`src/rtl/mem_stage.sv`:
```
`default_nettype none
// +--------------------------------------------------------------------------+
// | Module   : mem_stage                                                     |
// | Purpose  : RV32I memory-access stage. Issues load/store requests on a    |
// |            valid/ready request + valid response data-memory interface,   |
// |            lane-aligns store data/strobes, right-justifies load data,    |
// |            holds the MEM/WB register and stalls upstream while a memory  |
// |            transaction is outstanding.                                   |
// | Ports    : clk/reset (sync, active-high); in_* EX/MEM slot; stall_mem    |
// |            to upstream; dmem_* request/response; wb_* MEM/WB register.   |
// | Options  : MISALIGN_TRAP_EN - misaligned lh/lhu/sh/lw/sw issue no        |
// |            request and retire with wb_exc=1. Undefined: wb_exc tied 0.   |
// | Revision : 1.0 - initial release                                         |
// +--------------------------------------------------------------------------+
module mem_stage (
  input  logic        clk,
  input  logic        reset,
  input  logic        in_valid,
  input  logic [31:0] in_pc,
  input  logic [31:0] in_alu_res,
  input  logic [31:0] in_rs2,
  input  logic [2:0]  in_funct3,
  input  logic        in_load,
  input  logic        in_store,
  input  logic        in_jal,
  input  logic        in_reg_write,
  input  logic [4:0]  in_rd,
  output logic        stall_mem,
  output logic        dmem_req_valid,
  input  logic        dmem_req_ready,
  output logic        dmem_we,
  output logic [31:0] dmem_addr,
  output logic [31:0] dmem_wdata,
  output logic [3:0]  dmem_wstrb,
  input  logic        dmem_rsp_valid,
  input  logic [31:0] dmem_rsp_data,
  output logic        wb_valid,
  output logic        wb_load,
  output logic        wb_jal,
  output logic        wb_reg_write,
  output logic [31:0] wb_pc,
  output logic [31:0] wb_alu_res,
  output logic [31:0] wb_mdata,
  output logic [2:0]  wb_funct3,
  output logic [4:0]  wb_rd,
  output logic        wb_exc
);

  typedef enum logic [0:0] {
    S_IDLE = 1'b0,
    S_WAIT = 1'b1
  } state_t;

  state_t state, state_next;

  logic       mem_op;
  logic [1:0] lane;
  logic       trap;
  logic       wb_fire;
  logic       load_done;

  assign mem_op = in_valid & (in_load | in_store);
  assign lane   = in_alu_res[1:0];

`ifdef MISALIGN_TRAP_EN
  logic misaligned;
  // funct3[1:0]: 00 byte, 01 half, 10 word
  assign misaligned = ((in_funct3[1:0] == 2'b01) & lane[0]) |
                      ((in_funct3[1:0] == 2'b10) & (lane != 2'b00));
  assign trap = mem_op & misaligned & (state == S_IDLE);
`else
  assign trap = 1'b0;
`endif

  // Next state and handshake control
  always_comb begin
    state_next     = state;
    dmem_req_valid = 1'b0;
    stall_mem      = 1'b0;
    wb_fire        = 1'b0;
    load_done      = 1'b0;
    if (!reset) begin
      case (state)
        S_IDLE: begin
          if (trap) begin
            wb_fire = 1'b1;
          end else if (mem_op) begin
            dmem_req_valid = 1'b1;
            // A store finishes in its handshake cycle, so upstream may advance.
            stall_mem = !(in_store && dmem_req_ready);
            if (dmem_req_ready) begin
              if (in_store) wb_fire = 1'b1;
              else          state_next = S_WAIT;
            end
          end else if (in_valid) begin
            wb_fire = 1'b1;
          end
        end
        S_WAIT: begin
          stall_mem = 1'b1;
          if (dmem_rsp_valid) begin
            // Upstream still holds the load's in_* this cycle; release it now.
            stall_mem  = 1'b0;
            wb_fire    = 1'b1;
            load_done  = 1'b1;
            state_next = S_IDLE;
          end
        end
        default: state_next = S_IDLE;
      endcase
    end
  end

  // Store lane replication and byte strobes
  assign dmem_we   = in_store;
  assign dmem_addr = {in_alu_res[31:2], 2'b00};

  always_comb begin
    dmem_wdata = in_rs2;
    dmem_wstrb = 4'hF;
    case (in_funct3[1:0])
      2'b00: begin
        dmem_wdata = {4{in_rs2[7:0]}};
        dmem_wstrb = 4'b0001 << lane;
      end
      2'b01: begin
        dmem_wdata = {2{in_rs2[15:0]}};
        // 4-bit result drops strobes past byte 3 (misaligned truncation)
        dmem_wstrb = 4'b0011 << lane;
      end
      default: begin
        dmem_wdata = in_rs2;
        dmem_wstrb = 4'hF;
      end
    endcase
    if (!in_store) dmem_wstrb = 4'h0;
  end

  // State register and MEM/WB pipeline register
  always_ff @(posedge clk) begin
    if (reset) begin
      state        <= S_IDLE;
      wb_valid     <= 1'b0;
      wb_load      <= 1'b0;
      wb_jal       <= 1'b0;
      wb_reg_write <= 1'b0;
      wb_pc        <= 32'h0;
      wb_alu_res   <= 32'h0;
      wb_mdata     <= 32'h0;
      wb_funct3    <= 3'h0;
      wb_rd        <= 5'h0;
      wb_exc       <= 1'b0;
    end else begin
      state    <= state_next;
      wb_valid <= wb_fire;
      if (wb_fire) begin
        wb_load      <= in_load;
        wb_jal       <= in_jal;
        wb_reg_write <= in_reg_write & ~in_store & ~trap;
        wb_pc        <= in_pc;
        wb_alu_res   <= in_alu_res;
        wb_mdata     <= load_done ? (dmem_rsp_data >> {lane, 3'b000}) : 32'h0;
        wb_funct3    <= in_funct3;
        wb_rd        <= in_rd;
        wb_exc       <= trap;
      end
    end
  end

endmodule
`default_nettype wire
```
`config.mk`:
```
export PLATFORM = sky130hd
export DESIGN_NAME = mem_stage
export DESIGN_NICKNAME = d
export VERILOG_FILES = /design/src/rtl/mem_stage.sv
export SDC_FILE = /design/constraint.sdc
export NUM_CORES = 1
export LEC_CHECK = 0
export CAP_MARGIN = 40
export CELL_PAD_IN_SITES_DETAIL_PLACEMENT = 1
export CELL_PAD_IN_SITES_GLOBAL_PLACEMENT = 2
export CORE_ASPECT_RATIO = 2
export CORE_UTILIZATION = 21
export CTS_CLUSTER_SIZE = 25
export DETAILED_ROUTE_END_ITERATION = 8
export PLACE_DENSITY = 0.91
export SETUP_SLACK_MARGIN = 0.02
export SYNTH_ARGS = -nofsm -noshare
export SYNTH_HDL_FRONTEND = slang
export SYNTH_SLANG_ARGS = --single-unit
```
`constraint.sdc`:
```
create_clock -name clk -period 2.6 [get_ports clk]
set_input_delay 0.52 -clock clk [delete_from_list [all_inputs] [get_ports clk]]
set_output_delay 0.52 -clock clk [all_outputs]
set_load 0.02 [all_outputs]
```
==> results of run 1 <==
==> how the worst max path moves through the flow <==
stage	cells past startpoint	startpoint	to
after detailed placement	5	in_store	stall_mem
final	5	in_funct3[0]	dmem_wdata[10]
after CTS	5	in_funct3[0]	dmem_wdata[24]
after floorplan	5	in_alu_res[1]	dmem_wstrb[2]
after global placement	5	in_store	stall_mem
after global routing	5	in_funct3[0]	dmem_wdata[10]
==> what timing repair did <==
| action | in CTS | in global routing |
|---|---|---|
| setup buffers | 0 | 0 |
| gates resized for setup | 31 | 2 |
| pin swaps | 0 | 0 |
| setup endpoints to repair | 29 | 2 |
| hold buffers | 0 | 0 |
==> tightest hold or removal path, cell delays in order, from the launching register on <==
cell and delay, ns:
dfxtp_1 0.31, nand3_1 0.06, a21oi_1 0.05
==> power by group <==
group	internal [W]	switching (W)
logic	0.000478	0.000448
registers	0.00171	0.0000230
clock network	0.000781	0.000688
total	0.00297	0.00116
==> area by class of cell <==
class                      count  area share, %
timing repair buffer         357           39.4
multi-input combinational    428           27.8
sequential                   109           24.5
tap                          336           4.73
clock buffer                  10           2.69
clock inverter                 6          0.788
inverter                       1         0.0422
antenna                        1         0.0281
==> placed cells by master, fill, tap and decap left out, types with 2 or more instances in the layout <==
cell,netlist,layout
inv_6,0,2
nor3_2,2,2
a211oi_1,8,8
conb_1,1,3
a31oi_1,8,8
nand3_1,91,91
dfxtp_1,109,109
nor2_1,23,22
nand2b_1,2,2
clkinvlp_4,0,3
a21oi_1,93,93
dlygate4sd2_1,0,28
o21ai_0,59,59
nor3_1,17,17
mux2i_1,32,32
buf_12,0,5
a22o_1,8,8
clkbuf_16,0,9
mux2_2,16,16
o21ai_1,24,24
nand2_1,28,28
buf_4,49,32
nor2b_1,2,2
o21a_1,3,3
clkdlybuf4s50_1,0,290
==> flip-flops by register name, indices dropped and copies added, names as in the netlist <==
signal        count
wb_pc            32
wb_valid          1
wb_rd             5
state             1
wb_mdata         32
wb_alu_res       32
wb_load           1
wb_reg_write      1
wb_jal            1
wb_funct3         3
==> stage by stage <==
step / utilization (%) / instance area [um^2]
floorplan: - / 5330
global placement: 34.6 / 8620
detailed placement: 34.6 / 8620
CTS: 35.7 / 8900
global route: 35.7 / 8900
finish: 35.7 / 8900
==> cell families after synthesis <==
kind of cell           after synthesis
buffers and inverters              106
flip-flops                         109
multiplexers                        48
AND/OR/NAND/NOR                    170
other                                1
AO/OA/AOI/OAI                      207
==> metal layers <==
metal | share of wire, % | wire length (um) | track usage, %
met1 | 34 | 7450 | 15.7
met2 | 58 | 12900 | 34.2
met3 | 5.3 | 1180 | 3.94
met4 | 3.3 | 743 | 8.00
met5 | 0 | 0 | 0
==> impl_results.md, run 1 <==
- TritonCTS Buffers: 9
- Worst hold path stage count: 2
- Pins over their slew limit: 0
- Top-count cell post-synth: dfxtp_1
- Hold Path Class: register to register
- Global route total overflow: 0
- Number of antenna violations at the first check in global routing: 1
- Maximum number of pins on one net before global-route repair: between 80 and 90
- CTS tree: built
- Origin of the worst min-delay path: wb_pc[0]
- Share of synthesized cell area in full adder, half adder and majority cells: 0%
- Fraction of synthesized cell area taken by the top area cell type: between 40 and 50%
- Fraction of synthesized cell area in xor and xnor cells: 0%
- Primary FF master, synth: dfxtp_1
- Worst path max stage delay: ~0.45 ns
- Worst Slack Setup Final: 0.125 ns
- Iteration count of the initial detailed-routing pass: 4
- Clk slew on worst S/H paths: 0.07 ns
- Number of sinks handled by clock tree synthesis: ~110
- Ranking of synthesized cells by instance count: dfxtp_1 (109), a21oi_1 (93), nand3_1 (91)
- Die W: 115 um
- Total wirelength of the detailed-routed design: between 20 and 25 mm
- Io pins: 325
- Area of the multi-input gates: 0.00247 mm^2
- Total half-perimeter wirelength after legalization and detailed placement: between 15 and 20 mm
- Violation count after the first detailed-routing iteration: 260
- Number of hold violations in the final report: 0
- Final RePlAce weighted congestion: ~0.81
- Relative slew slack: between 50% and 60%
- P&R area growth vs syn: 67.3%
- Setup TNS: 0 ns
- Fillcell total: between 2000 and 3000
- Required time worst endpoint: between 2 and 2.5 ns
- RSZ-0062 raised after global routing: false
- Final nets: ~1100
- Power density over cell area: roughly 460 mW/mm^2
- Reg2Reg Setup Slack: 0.84 ns
- Cell type with the highest aggregate area in the netlist: dfxtp_1
- End of the worst register-to-register path: wb_mdata[31]
- Cell count after placement: approximately 1200
- Run status: complete, no violations
- Overall die area: approximately 0.026 mm^2
- Via count of the first global-routing pass: a little over 6000
- Final cycle utilization of the critical path: between 90% and 100%
- Family with the most delay on the worst path: buffers and inverters
- Number of port buffers: between 300 and 400
- Wire length of the first global-routing pass: approximately 33 mm
- Flip-flop and latch count after synthesis: ~110
- Final Power: roughly 0.0041 W
- Leakage power: 3.17 nW
- Vias: between 5000 and 6000
- Core Area: around 0.025 mm^2
- Clock Tree Root: clkbuf_16
- Element type at the critical path end: output port
- Reg-to-reg startpoint: state
- Fraction of layout cells with a size suffix above 1: under 10%
- Top fanout value on the critical path: 8
- Setup CP Type: input pin to output port
- Worst setup SP type: input pin
- Min Hold Slack: 0.468 ns
- Number of standard-cell rows in the floorplan: between 80 and 90
- End point of the worst hold path: wb_pc[0]
- Fraction of the mapped netlist area in compound gates: 21.3%
- Reg area: 0.00218 mm^2
- Cell Area, Synth: roughly 0.0053 mm^2
- Starting density of the core: about a fifth
- Number of cells on the worst reg-to-reg path: 4
- Pre-CTS worst setup slack: -0.259 ns
- Dominant cells by area after synthesis: dfxtp_1 (41%), a21oi_1 (8.8%), nand3_1 (8.6%), buf_4 (6.9%), mux2i_1 (6.0%)
- Master of the slowest instance on the critical path: clkdlybuf4s50_1
- Crit path cell chain: clkdlybuf4s50_1 -> nor2_1 -> buf_4 -> mux2_2 -> dlygate4sd2_1
- Per-cell via count in the routed design: 4.64
- Post-route minimum period: 2.48 ns
- MaxCap Viol Count: 0
- Antenna-violating nets left: 0
- Number of different library cells in the post-synthesis netlist: 33
- Clock insertion delay at the later pin of the skew report: around 0.37 ns
- Async S/R FF share, synth: 0%
- Chip height: approximately 230 um
- Share of synthesized area occupied by flip-flops and latches: 41.0%
- Achievable clock frequency: roughly 400 MHz
- Synthesized area per cell: 8.30 um^2
- Non-filler cells, final: about 1200
- Final number of setup-violating endpoints: 0
- Main combinational cell family by area after synthesis: compound AO/OA/AOI/OAI gates
- Post-Syn Instances: about 640
- Post-route DRC: 0
- Critical path data arrival time: approximately 2 ns
- Clk buf depth: 2
- Simple-gate area share of the yosys netlist: ~15%
- Number of buffers and inverters on the critical path: 3
- Final Skew: 0.00862 ns
- H-tree levels: 3
- Routed wire length per instance: around 18 um
- Number of enable-type register cells in the synthesized netlist: 0
- Multiplexer share of the synthesized area: around a tenth
- Total routing usage reported by global routing: between 15 and 20%
- Worst VDD drop: 310 uV
- Worst Tran Pin Value: approximately 0.74 ns
- Warnings, synthesis: 0
No activity file was read; power rests on OpenSTA's default activity.
==> run 2, diff against run 1 <==
--- a/config.mk
+++ b/config.mk
@@ -5,6 +5,7 @@
 export SDC_FILE = /design/constraint.sdc
 export NUM_CORES = 1
 export LEC_CHECK = 0
+export ABC_CLOCK_PERIOD_IN_PS = 2600
 export CAP_MARGIN = 40
 export CELL_PAD_IN_SITES_DETAIL_PLACEMENT = 1
 export CELL_PAD_IN_SITES_GLOBAL_PLACEMENT = 2
@@ -12,7 +13,7 @@
 export CORE_UTILIZATION = 21
 export CTS_CLUSTER_SIZE = 25
 export DETAILED_ROUTE_END_ITERATION = 8
-export PLACE_DENSITY = 0.91
+export PLACE_DENSITY_LB_ADDON = 0.08
 export SETUP_SLACK_MARGIN = 0.02
 export SYNTH_ARGS = -nofsm -noshare
 export SYNTH_HDL_FRONTEND = slang
==> run 2 against run 1 <==
Clock skew rose by 0.0010 ns. Sequential cell count did not move. Utilization decreased by 0.065 points. Global-route usage up 1.3 points. Worst hold slack worse by 0.071 ns. Register-to-register slack better by 0.03 ns. Clock-buffer cell count down 1. Final cell count fell by 0.40%. First-iteration DRC count shrank 35%. Die area stayed put. Setup slack lost 0.025 ns. Highest routed layer unchanged.
==> impl_results.md, run 2 (same netlist as run 1, synthesis figures left out) <==
- Worst setup SP type: input pin
- Via count of the first global-routing pass: 6338 (+5.1%)
- Worst hold path stage count: 2 (unchanged)
- Final Skew: 0.00964 ns (+0.00102 ns)
- Reg area: 0.00218 mm^2 (unchanged)
- Clk slew on worst S/H paths: 0.08 ns (about the same)
- Total half-perimeter wirelength after legalization and detailed placement: 18.3 mm (+8.6%)
- Power density over cell area: 464 mW/mm^2 (about the same)
- Wire length of the first global-routing pass: 35.7 mm (+6.7%)
- Cell count after placement: 1227 (-0.32%)
- Hold Path Class: input pin to register
- Regs by FF count: wb_alu_res: 32 flops, wb_mdata: 32 flops, wb_pc: 32 flops
- Die W: 115 um (unchanged)
- Origin of the worst min-delay path: reset
- Number of hold violations in the final report: 0 (unchanged)
- Pre-CTS worst setup slack: -0.199 ns (+0.0604 ns)
- End of the worst register-to-register path: wb_mdata[28]
- Overall die area: 0.0260 mm^2 (unchanged)
- Most frequent standard cell in the layout excluding fill and tap cells: clkdlybuf4s50_1
- Post-route minimum period: 2.50 ns (+0.0254 ns)
- Setup TNS: 0 ns (unchanged)
- Number of cells on the worst reg-to-reg path: 5 (+1)
- Highest-count cells in the layout ignoring fill and taps: clkdlybuf4s50_1 (291), dfxtp_1 (109), a21oi_1 (93)
- Clock insertion delay at the later pin of the skew report: 0.37 ns (about the same)
- Final RePlAce weighted congestion: 0.772 (-4.4%)
- Top fanout value on the critical path: 29 (+21)
- Master of the slowest instance on the critical path: clkdlybuf4s50_1
- Relative slew slack: 56.8% (+6.3 points)
- Post-route DRC: 0 (unchanged)
- Run status: complete, no violations
- Fraction of layout cells with a size suffix above 1: 8.05% (-0.40 points)
- Clk buf depth: 2 (unchanged)
- H-tree levels: 3 (unchanged)
- CTS tree: built
- Reg-to-reg startpoint: state
- Number of sinks handled by clock tree synthesis: 109 (unchanged)
- Leakage power: 3.17 nW (-0.16%)
- P&R area growth vs syn: 66.9%
- Number of hold buffers added after CTS: 0 (unchanged)
- Worst Tran Pin Value: 0.645 ns (-0.0945 ns)
- Pins over their slew limit: 0 (unchanged)
- Diodes inserted: 0 (-1)
- Final nets: 1047 (-0.38%)
- Core Area: 0.0249 mm^2 (unchanged)
- Number of standard-cell rows in the floorplan: 82 (unchanged)
- Starting density of the core: 21.3% (unchanged)
- Total wirelength of the detailed-routed design: 24.0 mm (+7.9%)
- Antenna-violating nets left: 0 (unchanged)
- Number of antenna violations at the first check in global routing: 0 (-1)
- Crit path cell chain: clkdlybuf4s50_1 -> buf_12 -> o21a_1 -> clkdlybuf4s50_1
- Vias: 5799 (+0.24%)
- Worst Slack Setup Final: 0.0994 ns (-0.0254 ns)
- Routed wire length per instance: 19.3 um (+8.4%)
- Min Hold Slack: 0.397 ns (-0.0709 ns)
- Buffers inserted by post-CTS timing repair: 0 (unchanged)
- Achievable clock frequency: 400 MHz (-1.0%)
- Global route total overflow: 0 (unchanged)
- Chip height: 227 um (unchanged)
- Required time worst endpoint: 2.08 ns (about the same)
- Iteration count of the initial detailed-routing pass: 6 (+2)
- Worst path max stage delay: 0.61 ns (+0.16 ns)
- Setup CP Type: input pin to output port
- Final Power: 0.00412 W (-0.21%)
- Number of port buffers: 321 (unchanged)
- Non-filler cells, final: 1243 (-0.40%)
- Worst VDD drop: 240 uV (-23%)
- Final cycle utilization of the critical path: 96.2% (+0.98 points)
- Critical path data arrival time: 1.98 ns (+0.02 ns)
- MaxCap Viol Count: 0 (unchanged)
- Element type at the critical path end: output port
- Final number of setup-violating endpoints: 0 (unchanged)
- End point of the worst hold path: wb_pc[31]
- TritonCTS Buffers: 9 (unchanged)
- Cell seen most often among critical-path stages: clkdlybuf4s50_1
- Reg2Reg Setup Slack: 0.87 ns (+0.03 ns)
- Maximum number of pins on one net before global-route repair: 72 (-13%)
- Clock Tree Root: clkbuf_16
- Io pins: 325 (unchanged)
- RSZ-0062 raised after global routing: false
- Area of the multi-input gates: 0.00247 mm^2 (unchanged)
- Critical path startpoint: in_funct3[1]
- Violation count after the first detailed-routing iteration: 170 (-35%)
- Total routing usage reported by global routing: 18.4% (+1.3 points)
- Fillcell total: 2973 (+0.71%)
- Per-cell via count in the routed design: 4.67 (+0.65%)
-- run 2: cell count changes in the layout (fill, tap and decap cells not counted), sizes merged --
cell / change
buf: -5
clkdlybuf4s50: +1
clkinv: +3
clkinvlp: -2
diode: -1
dlygate4sd2: -1
-- run 2: through the flow --
| step | util (%) | cell area (um^2) |
|---|---|---|
| final | 35.6 | 8880 |
| after floorplan | - | 5330 |
| after detailed placement | 34.6 | 8620 |
| after CTS | 35.6 | 8880 |
| after global placement | 34.6 | 8620 |
| after global routing | 35.6 | 8880 |
-- run 2: worst max path at each step --
stage,to,cells past startpoint
floorplan,dmem_wstrb[2],5
global placement,stall_mem,5
detailed placement,stall_mem,5
CTS,dmem_wdata[25],5
global route,dmem_wstrb[0],4
finish,dmem_wstrb[0],4
-- run 2: cell type report --
type                       count  area share, %
clock inverter                 7          0.831
tap                          336           4.73
clock buffer                   9           2.54
multi-input combinational    428           27.8
timing repair buffer         353           39.4
inverter                       1         0.0423
sequential                   109           24.6
-- run 2: critical path, delay by kind of cell --
kind	cells	cell delay, ns
buf+inv	3	1.32
compound gates	1	0.14
-- run 2: timing repair --
item / in CTS / in global routing
endpoints found under the hold margin: 0 / 0
setup endpoints to repair: 28 / 2
resized for setup: 28 / 3
-- run 2: power breakdown --
| group | internal (W) | switching [W] | total [W] | leakage (nW) |
|---|---|---|---|---|
| Sequential | 0.00171 | 0.0000231 | 0.00174 | 0.883 |
| Clock | 0.000755 | 0.000699 | 0.00145 | 0.146 |
| Combinational | 0.000475 | 0.000456 | 0.000932 | 2.14 |
| Total | 0.00294 | 0.00118 | 0.00412 | 3.17 |
-- run 2: routing by layer --
metal	global-route usage (%)	routed length [um]	share of wire (%)
met3	4.79	1570	6.5
met2	37.8	13900	58
met1	16.0	7790	32
met4	8.17	743	3.1
met5	0	0	0
